$ cat config.mk
export PLATFORM = sky130hd
export DESIGN_NAME = write_back_retire_unit_flat
export DESIGN_NICKNAME = d
export VERILOG_FILES = /design/src/rtl/write_back_retire_unit_if.sv /design/src/rtl/write_back_retire_unit.sv /design/src/flat_wrapper.sv
export SDC_FILE = /design/constraint.sdc
export NUM_CORES = 1
export LEC_CHECK = 0
export CAP_MARGIN = 10
export CORE_AREA = 2 2 242 244
export DETAILED_ROUTE_END_ITERATION = 10
export DIE_AREA = 0 0 244 246
export PLACE_DENSITY_LB_ADDON = 0.08
export SYNTH_ARGS = -nofsm -noshare
export SYNTH_HDL_FRONTEND = slang
export SYNTH_SLANG_ARGS = --single-unit
$ cat constraint.sdc
create_clock -name i_clk -period 9.7 [get_ports i_clk]
set_input_delay 1.455 -clock i_clk [delete_from_list [all_inputs] [get_ports i_clk]]
set_output_delay 1.455 -clock i_clk [all_outputs]
set_load 0.01 [all_outputs]
$ cat src/rtl/write_back_retire_unit_if.sv
// Write-back bus between the end of the pipeline and the retire unit, including
// the register-file write port, the halt/report handshake and the performance counters.
interface write_back_retire_unit_if #(
  parameter int DATA_WIDTH = 64,
  parameter int REG_ADDR_W = 5,
  parameter int NUM_SRC    = 5,
  parameter int SEL_W      = $clog2(NUM_SRC),
  parameter int CNT_WIDTH  = 32
);
  logic                          i_valid;
  logic [NUM_SRC*DATA_WIDTH-1:0] i_src_data;
  logic [SEL_W-1:0]              i_result_src;
  logic [REG_ADDR_W-1:0]         i_rd_addr;
  logic                          i_reg_we;
  logic                          i_ecall_instr;
  logic [3:0]                    i_cause;
  logic [DATA_WIDTH-1:0]         i_a0_data;
  logic                          i_branch_instr;
  logic                          i_branch_mispred;
  logic                          i_report_ack;

  logic [DATA_WIDTH-1:0]         o_result;
  logic [REG_ADDR_W-1:0]         o_rd_addr;
  logic                          o_reg_we;
  logic                          o_halt;
  logic                          o_report_valid;
  logic [7:0]                    o_exit_code;
  logic [3:0]                    o_cause;
  logic [CNT_WIDTH-1:0]          o_instret;
  logic [CNT_WIDTH-1:0]          o_cycles;
  logic [CNT_WIDTH-1:0]          o_branch_total;
  logic [CNT_WIDTH-1:0]          o_branch_mispred;

  modport master (
    output i_valid, i_src_data, i_result_src, i_rd_addr, i_reg_we, i_ecall_instr,
           i_cause, i_a0_data, i_branch_instr, i_branch_mispred, i_report_ack,
    input  o_result, o_rd_addr, o_reg_we, o_halt, o_report_valid, o_exit_code,
           o_cause, o_instret, o_cycles, o_branch_total, o_branch_mispred
  );

  modport slave (
    input  i_valid, i_src_data, i_result_src, i_rd_addr, i_reg_we, i_ecall_instr,
           i_cause, i_a0_data, i_branch_instr, i_branch_mispred, i_report_ack,
    output o_result, o_rd_addr, o_reg_we, o_halt, o_report_valid, o_exit_code,
           o_cause, o_instret, o_cycles, o_branch_total, o_branch_mispred
  );
endinterface

$ cat src/rtl/write_back_retire_unit.sv
// Write-back and retirement stage: result-source mux, saturating performance counters
// and the RUN -> REPORT -> HALTED sequence triggered by a retiring ecall.
module write_back_retire_unit #(
  parameter int ADDR_WIDTH = 64,
  parameter int DATA_WIDTH = 64,
  parameter int REG_ADDR_W = 5,
  parameter int NUM_SRC    = 5,
  parameter int SEL_W      = $clog2(NUM_SRC),
  parameter int CNT_WIDTH  = 32
) (
  input logic                    i_clk,
  input logic                    i_arst,
  write_back_retire_unit_if.slave bus
);

  typedef enum logic [1:0] {
    ST_RUN,
    ST_REPORT,
    ST_HALTED
  } state_e;

  state_e                state_q, state_d;
  logic [7:0]            exit_code_q, exit_code_d;
  logic [3:0]            cause_q, cause_d;
  logic [CNT_WIDTH-1:0]  instret_q, instret_d;
  logic [CNT_WIDTH-1:0]  cycles_q, cycles_d;
  logic [CNT_WIDTH-1:0]  br_total_q, br_total_d;
  logic [CNT_WIDTH-1:0]  br_mispred_q, br_mispred_d;
  logic [DATA_WIDTH-1:0] result;
  logic                  run;
  logic                  retire;

  // ADDR_WIDTH is informational and the exit code only needs a0[7:0].
  localparam int unused_addr_w = ADDR_WIDTH;
  logic unused_a0_hi;
  assign unused_a0_hi = ^bus.i_a0_data[DATA_WIDTH-1:8];

  function automatic logic [CNT_WIDTH-1:0] sat_inc(input logic [CNT_WIDTH-1:0] v);
    return (&v) ? v : v + CNT_WIDTH'(1);
  endfunction

  // Out-of-range selects match no source and leave the result at zero.
  always_comb begin
    result = '0;
    for (int k = 0; k < NUM_SRC; k++) begin
      if (bus.i_result_src == SEL_W'(k)) result = bus.i_src_data[k*DATA_WIDTH +: DATA_WIDTH];
    end
  end

  assign run    = (state_q == ST_RUN);
  assign retire = run & bus.i_valid;

  // NOTE: every always_comb output takes its default first, so no path can infer a latch.
  always_comb begin
    state_d      = state_q;
    exit_code_d  = exit_code_q;
    cause_d      = cause_q;
    instret_d    = instret_q;
    cycles_d     = cycles_q;
    br_total_d   = br_total_q;
    br_mispred_d = br_mispred_q;

    unique case (state_q)
      ST_RUN: begin
        cycles_d = sat_inc(cycles_q);
        if (retire) instret_d = sat_inc(instret_q);
        if (retire && bus.i_branch_instr) br_total_d = sat_inc(br_total_q);
        if (retire && bus.i_branch_instr && bus.i_branch_mispred)
          br_mispred_d = sat_inc(br_mispred_q);
        if (retire && bus.i_ecall_instr) begin
          exit_code_d = bus.i_a0_data[7:0];
          cause_d     = bus.i_cause;
          state_d     = ST_REPORT;
        end
      end
      ST_REPORT: if (bus.i_report_ack) state_d = ST_HALTED;
      ST_HALTED: state_d = ST_HALTED;
      default:   state_d = ST_HALTED;
    endcase
  end

  // NOTE: state uses non-blocking assignments; the async reset clears it without a clock.
  always_ff @(posedge i_clk or posedge i_arst) begin
    if (i_arst) begin
      state_q      <= ST_RUN;
      exit_code_q  <= '0;
      cause_q      <= '0;
      instret_q    <= '0;
      cycles_q     <= '0;
      br_total_q   <= '0;
      br_mispred_q <= '0;
    end else begin
      state_q      <= state_d;
      exit_code_q  <= exit_code_d;
      cause_q      <= cause_d;
      instret_q    <= instret_d;
      cycles_q     <= cycles_d;
      br_total_q   <= br_total_d;
      br_mispred_q <= br_mispred_d;
    end
  end

  assign bus.o_result         = result;
  assign bus.o_rd_addr        = bus.i_rd_addr;
  assign bus.o_reg_we         = retire & bus.i_reg_we & ~bus.i_ecall_instr;
  assign bus.o_halt           = ~run;
  assign bus.o_report_valid   = (state_q == ST_REPORT);
  assign bus.o_exit_code      = exit_code_q;
  assign bus.o_cause          = cause_q;
  assign bus.o_instret        = instret_q;
  assign bus.o_cycles         = cycles_q;
  assign bus.o_branch_total   = br_total_q;
  assign bus.o_branch_mispred = br_mispred_q;

endmodule

$ cat src/flat_wrapper.sv
// flat-port wrapper written by rule: the top's interface ports become plain ports
module write_back_retire_unit_flat 
#(
  parameter int ADDR_WIDTH = 64,
  parameter int DATA_WIDTH = 64,
  parameter int REG_ADDR_W = 5,
  parameter int NUM_SRC    = 5,
  parameter int SEL_W      = $clog2(NUM_SRC),
  parameter int CNT_WIDTH  = 32
)
  (i_clk, i_arst, bus_i_valid, bus_i_src_data, bus_i_result_src, bus_i_rd_addr, bus_i_reg_we, bus_i_ecall_instr, bus_i_cause, bus_i_a0_data, bus_i_branch_instr, bus_i_branch_mispred, bus_i_report_ack, bus_o_result, bus_o_rd_addr, bus_o_reg_we, bus_o_halt, bus_o_report_valid, bus_o_exit_code, bus_o_cause, bus_o_instret, bus_o_cycles, bus_o_branch_total, bus_o_branch_mispred);
  write_back_retire_unit_if #(.DATA_WIDTH(DATA_WIDTH), .REG_ADDR_W(REG_ADDR_W), .NUM_SRC(NUM_SRC), .SEL_W(SEL_W), .CNT_WIDTH(CNT_WIDTH)) bus_i ();
  input logic i_clk;
  input logic i_arst;
  input wire logic [$bits(bus_i.i_valid)-1:0] bus_i_valid;
  input wire logic [$bits(bus_i.i_src_data)-1:0] bus_i_src_data;
  input wire logic [$bits(bus_i.i_result_src)-1:0] bus_i_result_src;
  input wire logic [$bits(bus_i.i_rd_addr)-1:0] bus_i_rd_addr;
  input wire logic [$bits(bus_i.i_reg_we)-1:0] bus_i_reg_we;
  input wire logic [$bits(bus_i.i_ecall_instr)-1:0] bus_i_ecall_instr;
  input wire logic [$bits(bus_i.i_cause)-1:0] bus_i_cause;
  input wire logic [$bits(bus_i.i_a0_data)-1:0] bus_i_a0_data;
  input wire logic [$bits(bus_i.i_branch_instr)-1:0] bus_i_branch_instr;
  input wire logic [$bits(bus_i.i_branch_mispred)-1:0] bus_i_branch_mispred;
  input wire logic [$bits(bus_i.i_report_ack)-1:0] bus_i_report_ack;
  output wire logic [$bits(bus_i.o_result)-1:0] bus_o_result;
  output wire logic [$bits(bus_i.o_rd_addr)-1:0] bus_o_rd_addr;
  output wire logic [$bits(bus_i.o_reg_we)-1:0] bus_o_reg_we;
  output wire logic [$bits(bus_i.o_halt)-1:0] bus_o_halt;
  output wire logic [$bits(bus_i.o_report_valid)-1:0] bus_o_report_valid;
  output wire logic [$bits(bus_i.o_exit_code)-1:0] bus_o_exit_code;
  output wire logic [$bits(bus_i.o_cause)-1:0] bus_o_cause;
  output wire logic [$bits(bus_i.o_instret)-1:0] bus_o_instret;
  output wire logic [$bits(bus_i.o_cycles)-1:0] bus_o_cycles;
  output wire logic [$bits(bus_i.o_branch_total)-1:0] bus_o_branch_total;
  output wire logic [$bits(bus_i.o_branch_mispred)-1:0] bus_o_branch_mispred;
  assign bus_i.i_valid = bus_i_valid;
  assign bus_i.i_src_data = bus_i_src_data;
  assign bus_i.i_result_src = bus_i_result_src;
  assign bus_i.i_rd_addr = bus_i_rd_addr;
  assign bus_i.i_reg_we = bus_i_reg_we;
  assign bus_i.i_ecall_instr = bus_i_ecall_instr;
  assign bus_i.i_cause = bus_i_cause;
  assign bus_i.i_a0_data = bus_i_a0_data;
  assign bus_i.i_branch_instr = bus_i_branch_instr;
  assign bus_i.i_branch_mispred = bus_i_branch_mispred;
  assign bus_i.i_report_ack = bus_i_report_ack;
  assign bus_o_result = bus_i.o_result;
  assign bus_o_rd_addr = bus_i.o_rd_addr;
  assign bus_o_reg_we = bus_i.o_reg_we;
  assign bus_o_halt = bus_i.o_halt;
  assign bus_o_report_valid = bus_i.o_report_valid;
  assign bus_o_exit_code = bus_i.o_exit_code;
  assign bus_o_cause = bus_i.o_cause;
  assign bus_o_instret = bus_i.o_instret;
  assign bus_o_cycles = bus_i.o_cycles;
  assign bus_o_branch_total = bus_i.o_branch_total;
  assign bus_o_branch_mispred = bus_i.o_branch_mispred;
  write_back_retire_unit #(.ADDR_WIDTH(ADDR_WIDTH), .DATA_WIDTH(DATA_WIDTH), .REG_ADDR_W(REG_ADDR_W), .NUM_SRC(NUM_SRC), .SEL_W(SEL_W), .CNT_WIDTH(CNT_WIDTH)) u_core (.i_clk(i_clk), .i_arst(i_arst), .bus(bus_i));
endmodule
==> flow_summary.ini <==
[run]
maxCapViolCount = 0

[setup_path]
end_kind = output port
crit_chain = buf_4, buf_4, mux4_2, inv_1, o21ai_0, clkdlybuf4s50_1
max_stage_delay_ns = 0.94
critical_path_buf_inv_count = 4
cp_top_family = buffers and inverters
worst-setup-path-type = primary input to output port
required_ns = 8.25
worstPathMaxFanout = 33
crit_top_cell = buf_4
start_kind = primary input
cp_data_arrival_time_ns = 4.42
slowest_stage = o21ai_0

[clock_tree]
path_clk_slew_ns = 0.06
holdBufCountCts = 0
cts_buffers = 17
clock_path_buffers = 2
cts_tree = built
post_cts_buffers = 0
clk_latency_ns = 0.45
ctsResizeCount = 0
htreeDepth = 4
root_buffer = clkbuf_16
clock-sinks = 142

[timing]
fin_skew_ns = 0.01078
finalHoldViolCount = 0
max-slew-margin-rel_pct = 16.11
slew_violations = 0
period_share_pct = 60.57
setup_viol = 0
whs_ns = 0.4956
rsz0062_at_grt = false
fmax_mhz = 170.2
worst_pin_slew_ns = 1.245
period_minus_slack_ns = 5.875
tns_ns = 0

[floorplanning]
die_h_um = 246
num_rows = 88
die_area_um2 = 60020
start_util_pct = 15.77
io_pins = 616
coreArea_um2 = 57370
die_w_um = 244

[yosys]
synth-edff-count = 0
ys_ff_latch = 142
async_reset_ff_share_pct = 100.0
synthFlopType = dfrtp_1
synthCells = 912
synth_common_cells = dfrtp_1, xnor2_1, nand2_1
synth.most_common_cell = dfrtp_1
yosysTopAreaCell = dfrtp_1
syn_area_um2 = 9049
synthTopCellsByArea = dfrtp_1, mux4_2, xnor2_1
yosysUniqueCellTypes = 57
syn_area_per_cell_um2 = 9.922
synth_nets = 1320
yosysTopAreaCellShare_pct = 39.27
yosysSeqAreaShare_pct = 39.27
yosys_warnings = 0

[detailed_routing]
routedWlPerCell_um = 22.35
via_count = 9116
wirelength_um = 49630
drt_drc_violations_left = 0
drt_iter0_drc = 534
vias_per_cell = 4.104
ant_nets = 0
firstDrtPassIters = 4

[placed_design]
dp_hpwl_um = 41340
gp_congestion = 0.8542
numPortBuffers = 549
dpl_cell_area_um2 = 15360

[global_route]
grt_overflow_total = 0
grtUsageTotal_pct = 16.05
antenna_found_initial = 6
grt_pass1_vias = 9611
grt_pass1_wl_um = 69390
grt_max_degree = 89

[outcome]
status = finished clean

[power_and_ir_drop]
p_leak_nw = 6.259
p_total_mw = 2.031
ir_worst_vdd_uv = 114.3
power.density_nw_per_um2 = 127.5

[layout]
drive_above_1_share_pct = 8.528
final_nets = 1849
synthToLayoutAreaGrowth_pct = 76.05
post-route-cell-area_um2 = 15930

[worst_hold_path]
hold_path_class = flip-flop to flip-flop
-- layout by cell type (no fill, tap or decap), types with 3 or more instances in the layout --
| cell type | count |
|---|---|
| nor4_1 | 4 |
| and3_1 | 32 |
| mux2_2 | 17 |
| ha_1 | 4 |
| o21ai_0 | 37 |
| a22oi_1 | 25 |
| or3_1 | 3 |
| clkbuf_16 | 17 |
| nor3_1 | 17 |
| xor2_1 | 32 |
| nor2_1 | 48 |
| inv_6 | 4 |
| inv_1 | 43 |
| mux2i_1 | 29 |
| nor4_4 | 3 |
| a21oi_1 | 32 |
| nor3b_1 | 3 |
| dfrtp_1 | 142 |
| mux4_2 | 37 |
| clkinvlp_4 | 4 |
| nor2b_1 | 6 |
| nand2_1 | 75 |
| xnor2_1 | 87 |
| and2_1 | 8 |
| o22ai_1 | 27 |
| nand4_1 | 49 |
| and4_1 | 9 |
| nand3_1 | 55 |
| buf_4 | 13 |
| clkdlybuf4s50_1 | 546 |
-- per-stage QoR --
| stage | utilization (%) | setup slack [ns] | cells |
|---|---|---|---|
| after floorplan | - | 4.435 | 912 |
| after global placement | 26.77 | 3.869 | 2187 |
| after detailed placement | 26.77 | 3.873 | 2187 |
| after CTS | 27.76 | 3.874 | 2219 |
| after global routing | 27.77 | 3.808 | 2220 |
| final | 27.77 | 3.825 | 2221 |
-- power breakdown --
part	leakage (nW)	switching (mW)	internal, mW	total (mW)
combinational	4.07	0.261	0.378	0.639
sequential	1.92	0.0717	0.657	0.728
clock	0.268	0.294	0.370	0.663
total	6.26	0.626	1.40	2.03
-- flip-flops by register name, summed over array words and instances (netlist names) --
signal                       cells
u_core.bus.o_exit_code           8
u_core.bus.o_instret            32
u_core.bus.o_branch_mispred     32
u_core.state_q                   2
u_core.bus.o_branch_total       32
u_core.bus.o_cycles             32
u_core.bus.o_cause               4
-- routing by layer --
layer | part of all wire [%] | up-vias | GRT usage [%]
li1 | - | 4373 | -
met1 | 43 | 4361 | 20.09
met2 | 50 | 351 | 27.68
met3 | 5.8 | 31 | 3.802
met4 | 1.5 | 0 | 3.945
met5 | 0 | - | 0
-- final cells by class --
cell class,instances,area [um^2]
antenna,2,5.005
clock buffer,21,460.4
clock inverter,11,107.6
fill,6128,41430
inverter,44,170.2
multi-input combinational,675,5104
sequential,142,3553
tap,765,957.2
timing repair buffer,561,5573
-- logic make-up after synthesis --
group	share of synthesized area, %
and+or+nand+nor	20.48
DFF	39.27
AOI/OAI and AO/OA	9.085
xor gates and xnor gates	11.52
buffers and inverters	4.397
muxes	14.70
adders and majority gates	0.5531
-- worst reg2reg max path: cells and delay by family, from the launching register on --
family             cells  cell delay (ns)
AOI/OAI and AO/OA      1             0.83
DFF                    1             0.44
muxes                  1             0.42
and+or+nand+nor        2             0.90
-- worst paths after layout --
path	from	to	slack, ns	depth (start not counted)
min reg2reg	u_core.bus.o_branch_total[30]	u_core.bus.o_branch_total[30]	0.50	1
min in group asynchronous	i_arst	u_core.bus.o_branch_mispred[0]	1.54	2
max	bus_i_result_src[0]	bus_o_result[8]	3.83	6
min	u_core.bus.o_branch_total[30]	u_core.bus.o_branch_total[30]	0.50	1
max reg2reg	u_core.state_q[0]	u_core.bus.o_branch_mispred[1]	7.01	4
max in group asynchronous	i_arst	u_core.bus.o_cycles[30]	6.76	3
Note: power is estimated with default switching activity, not from simulation.
==> variant 1 (same flow settings) <==
`instret_q` no longer has a reset.
--- a/src/rtl/write_back_retire_unit.sv
+++ b/src/rtl/write_back_retire_unit.sv
@@ -85,7 +85,6 @@
       state_q      <= ST_RUN;
       exit_code_q  <= '0;
       cause_q      <= '0;
-      instret_q    <= '0;
       cycles_q     <= '0;
       br_total_q   <= '0;
       br_mispred_q <= '0;
@@ -93,11 +92,14 @@
       state_q      <= state_d;
       exit_code_q  <= exit_code_d;
       cause_q      <= cause_d;
-      instret_q    <= instret_d;
       cycles_q     <= cycles_d;
       br_total_q   <= br_total_d;
       br_mispred_q <= br_mispred_d;
     end
+  end
+
+  always_ff @(posedge i_clk) begin
+    instret_q <= instret_d;
   end
 
   assign bus.o_result         = result;
Check against the original RTL: not equivalent (Yosys sat finds a counterexample within 4 cycles, from zero or initial values and one cycle with i_arst high).
==> variant 1 against the original RTL <==
Critical path depth up 1; power up 1.4%; wire length up 14%; area after synthesis down 0.47%; cell count down 0.45%; global-route usage up 2.5 points; largest cell class unchanged; count of clock-buffer cells in the layout down 3; design area about the same; hold slack worse by 4.0 ps; first-iteration DRC count down 19%; worst setup slack worse by 190 ps; sequential cell count unchanged; non-clock buffer count unchanged; core utilization about the same.
==> variant 1: results (changes against the original RTL) <==
Clocking
  – Setup bufs post-CTS: 0 (unchanged)
  – CTS buffer count: 17 (unchanged)
  – Root Buffer: clkbuf_16
  – Cts repair resizes: 0 (unchanged)
  – CTS clk-pin slew, worst paths: 60 ps (about the same)
  – Worst skew pair latency: 450 ps (about the same)
  – Clk buf depth: 2 (unchanged)

Setup path
  – Reg2reg setup slack: 6710 ps (-300 ps)
  – CP delay by family, top: buffers and inverters
  – Worst reg2reg path depth: 6 (+2)
  – R2R Path Start: u_core.state_q[1]$_DFFE_PP0P_
  – Worst R2R End: u_core.bus.o_cycles[17]$_DFFE_PP0P_
  – Worst stage delay on the critical path: 670 ps (-270 ps)
  – Worst-path maximum fanout: 67 (+100%)
  – CP max stage cell: clkdlybuf4s50_1

Placement
  – Pre-CTS setup slack: 3620 ps (-256 ps)
  – Half-perimeter wire length after placement: 48.0 mm (+16%)
  – Port bufs: 549 (unchanged)
  – DP Cell Count: 2175 (-0.55%)
  – RePlAce Congestion: 0.902 (+5.5%)

Global route
  – GRT Residual Overflow: 0 (unchanged)
  – Vias in the first global route: 9932 (+3.3%)
  – Global-route wire length before repair: 77.8 mm (+12%)
  – All-Layer GR Usage: 18.5% (+2.5 points)
  – Pin count of the biggest net entering global routing: 68 (-24%)
  – Initial antenna violation count: 10 (+4)

Detailed routing
  – First-pass iteration count of the detailed router: 6 (+2)
  – DRT iter0 DRCs: 434 (-19%)
  – Vias per Instance: 4.19 (+2.0%)
  – Avg WL per Cell: 25.5 microns (+14%)
  – Via count: 9255 (+1.5%)
  – Residual DRC: 0 (unchanged)

Run status
  – Outcome: finished clean

Finish
  – Fin nets: 1837 (-0.65%)
  – Share of cells above drive strength 1: 7.91% (-0.62 points)

Power and ir drop
  – Pleak: 6.00 nW (-4.2%)
  – Max VDD drop: 93.9 uV (-18%)

Yosys
  – Synth Net Count: 1311 (-0.68%)
  – Count of different cell masters after synthesis: 48 (-16%)
  – Ys Warns: 0 (unchanged)
  – Synth async-reset ratio: 77.5% (-23 points)
  – EDFF count, synth: 32 (+32)
  – Gate Count Post-Synth: 903 (-0.99%)
  – Top cells by area, synth: dfrtp_1, edfxtp_1, xnor2_1
  – Post-synth top cells: dfrtp_1, xnor2_1, nand2_1
  – Post-synthesis sequential area ratio: 41.2% (+2.0 points)

Hold path
  – Worst hold-check path type: flip-flop to flip-flop
  – Worst Hold End: u_core.bus.o_branch_mispred[23]$_DFFE_PP0P_
  – Hold Path Origin: u_core.bus.o_branch_mispred[23]$_DFFE_PP0P_
  – Hold Crit Depth: 1 (unchanged)

Timing
  – Worst Skew: 16.4 ps (+5.67 ps)
  – Slew HR: 25.2% (+9.1 points)
  – WHS: 492 ps (-4.01 ps)
## variant 1: cell type report
class / instances / area (sq um)
tap: 765 / 957
timing repair buffer: 561 / 5570
inverter: 42 / 160
antenna: 4 / 10.0
clock inverter: 14 / 134
fill: 6207 / 41400
multi-input combinational: 665 / 4930
sequential: 142 / 3710
clock buffer: 18 / 439
## variant 1: cell families (layout without fill, tap and decap cells)
| logic type | count (synthesis) | in the layout | synth area share, % |
|---|---|---|---|
| adders and majority gates | 4 | 4 | 0.556 |
| AOI/OAI and AO/OA | 141 | 141 | 9.42 |
| buffers and inverters | 96 | 635 | 4.35 |
| DFF | 142 | 142 | 41.2 |
| xor gates and xnor gates | 120 | 120 | 11.7 |
| muxes | 81 | 81 | 13.5 |
| other | 0 | 4 | 0 |
| and+or+nand+nor | 319 | 319 | 19.3 |
## variant 1: power by group
group | total, mW | leakage, nW | switching, mW | internal [mW]
combinational | 0.651 | 3.95 | 0.277 | 0.373
sequential | 0.754 | 1.77 | 0.0687 | 0.686
clock | 0.655 | 0.283 | 0.291 | 0.364
total | 2.06 | 6.00 | 0.637 | 1.42
## variant 1: stage by stage
step                      area [sq um]  power, mW
final                            15900       2.06
after global routing             15900       2.17
after CTS                        15900       2.10
after detailed placement         15300       1.43
after global placement           15300       1.43
after floorplan                   9010      0.994
## variant 1: worst max path at each step
stage,from,end,slack (ps),cells after the start
finish,bus_i_result_src[2],bus_o_result[39],3630,7
global route,bus_i_result_src[2],bus_o_result[57],3560,7
CTS,bus_i_result_src[2],bus_o_result[39],3620,7
detailed placement,bus_i_result_src[2],bus_o_result[39],3620,7
global placement,bus_i_result_src[2],bus_o_result[57],3630,7
floorplan,i_arst,u_core.bus.o_branch_mispred[0]$_DFFE_PP0P_,5340,1
## variant 1: metal layers
metal | part of all wire, % | global-route usage, % | vias up
met5 | 0.023 | 0 | -
met4 | 1.6 | 3.98 | 2
met3 | 6.7 | 5.13 | 40
met2 | 50 | 32.5 | 327
met1 | 42 | 22.5 | 4508
li1 | - | - | 4378
==> variant 2 (same settings) <==
Made on the original files. `NUM_SRC` is set to 5 in 3 places; all go to 6.
--- a/src/rtl/write_back_retire_unit_if.sv
+++ b/src/rtl/write_back_retire_unit_if.sv
@@ -3,7 +3,7 @@
 interface write_back_retire_unit_if #(
   parameter int DATA_WIDTH = 64,
   parameter int REG_ADDR_W = 5,
-  parameter int NUM_SRC    = 5,
+  parameter int NUM_SRC    = 6,
   parameter int SEL_W      = $clog2(NUM_SRC),
   parameter int CNT_WIDTH  = 32
 );
--- a/src/rtl/write_back_retire_unit.sv
+++ b/src/rtl/write_back_retire_unit.sv
@@ -4,7 +4,7 @@
   parameter int ADDR_WIDTH = 64,
   parameter int DATA_WIDTH = 64,
   parameter int REG_ADDR_W = 5,
-  parameter int NUM_SRC    = 5,
+  parameter int NUM_SRC    = 6,
   parameter int SEL_W      = $clog2(NUM_SRC),
   parameter int CNT_WIDTH  = 32
 ) (
--- a/src/flat_wrapper.sv
+++ b/src/flat_wrapper.sv
@@ -4,7 +4,7 @@
   parameter int ADDR_WIDTH = 64,
   parameter int DATA_WIDTH = 64,
   parameter int REG_ADDR_W = 5,
-  parameter int NUM_SRC    = 5,
+  parameter int NUM_SRC    = 6,
   parameter int SEL_W      = $clog2(NUM_SRC),
   parameter int CNT_WIDTH  = 32
 )
Ports: changed (resized bus_i_src_data); port bits go from 616 to 680. No check against the original RTL was run, so the function may have changed too.
==> variant 2 against the original RTL <==
Worst setup slack worse by 350 ps; synthesized cell count rose by 12%; critical path type unchanged; hold slack about the same; critical path depth stayed put; non-clock buffer count grew 65; sequential cell count did not move; area after synthesis increased by 6.0%; wire length rose by 23%; via count rose by 15%; power grew 7.1%; clock skew rose by 7.4 ps; die area did not move; design area rose by 7.5%.
==> variant 2: results (changes against the original RTL) <==
Run status
  – Outcome: finished clean

Power and ir drop
  – Pleak: 6.75 nW (+7.8%)

Yosys
  – Post-synth top cells: dfrtp_1, mux2i_1, nand2_1
  – Post-synthesis mux area share: 17.4% (+2.7 points)
  – Synth Net Count: 1492 (+13%)
  – Post-synthesis sequential area ratio: 37.0% (-2.2 points)
  – Synth Area in Adders: 0.522% (-0.031 points)

Detailed routing
  – DRT iter0 DRCs: 458 (-14%)
  – Routed wl met2: 30.2 mm (+22%)
  – First-pass iteration count of the detailed router: 5 (+1)
  – WL met1: 24.3 mm (+15%)
  – Top Metal Used: met5

Setup path
  – Worst stage delay on the critical path: 690 ps (-250 ps)
  – Worst reg2reg path depth: 5 (+1)
  – R2R Path Start: u_core.bus.o_branch_total[16]$_DFFE_PP0P_
  – Reg2reg setup slack: 6690 ps (-320 ps)
  – Critical path startpoint: bus_i_result_src[1]
  – Worst-path maximum fanout: 64 (+94%)

Finish
  – Fin nets: 2071 (+12%)
  – Fillcell total: 6039 (-1.5%)
  – Finished Layout Cells: 2380 (+7.2%)

Placement
  – Pre-CTS setup slack: 3590 ps (-284 ps)
  – Port bufs: 613 (+12%)

Timing
  – Worst-Margin Slew: 1170 ps (-71.8 ps)
  – Worst Skew: 18.2 ps (+7.40 ps)

Global route
  – All-Layer GR Usage: 19.4% (+3.3 points)
  – Vias in the first global route: 10577 (+10%)
  – Met2 Usage GRT: 33.2% (+5.5 points)
  – Pin count of the biggest net entering global routing: 86 (-3.4%)

Clocking
  – CTS clk-pin slew, worst paths: 80 ps (+20 ps)

Hold path
  – Hold Path Origin: u_core.bus.o_instret[6]$_DFFE_PP0P_
  – Worst Hold End: u_core.bus.o_instret[6]$_DFFE_PP0P_
## variant 2: cell count changes in the layout (fill, tap and decap cells not counted), moves of 22 or more
| cell | change |
|---|---|
| o221ai_1 | +48 |
| a22oi_1 | -25 |
| nor2_1 | +35 |
| clkdlybuf4s50_1 | +64 |
| o21ai_0 | -37 |
| mux2i_1 | +84 |
| a21oi_1 | +22 |
## variant 2: cell families after synthesis
group | count (synthesis)
AO/OA/AOI/OAI | 133
AND/OR/NAND/NOR | 383
XOR/XNOR | 120
adder cells (fa/ha/maj) | 4
buffers and inverters | 93
flip-flops | 142
multiplexers | 145
## variant 2: layout make-up
type                       count  share of cell area, %
inverter                      27                  0.621
antenna                        3                 0.0438
timing repair buffer         626                   36.4
clock buffer                  17                   2.48
tap                          765                   5.59
clock inverter                15                  0.994
multi-input combinational    785                   33.1
sequential                   142                   20.7
## variant 2: report_power, final
part	switching (mW)	leakage, nW	internal, mW
Combinational	0.333	4.57	0.422
Sequential	0.0849	1.90	0.660
Clock	0.309	0.286	0.367
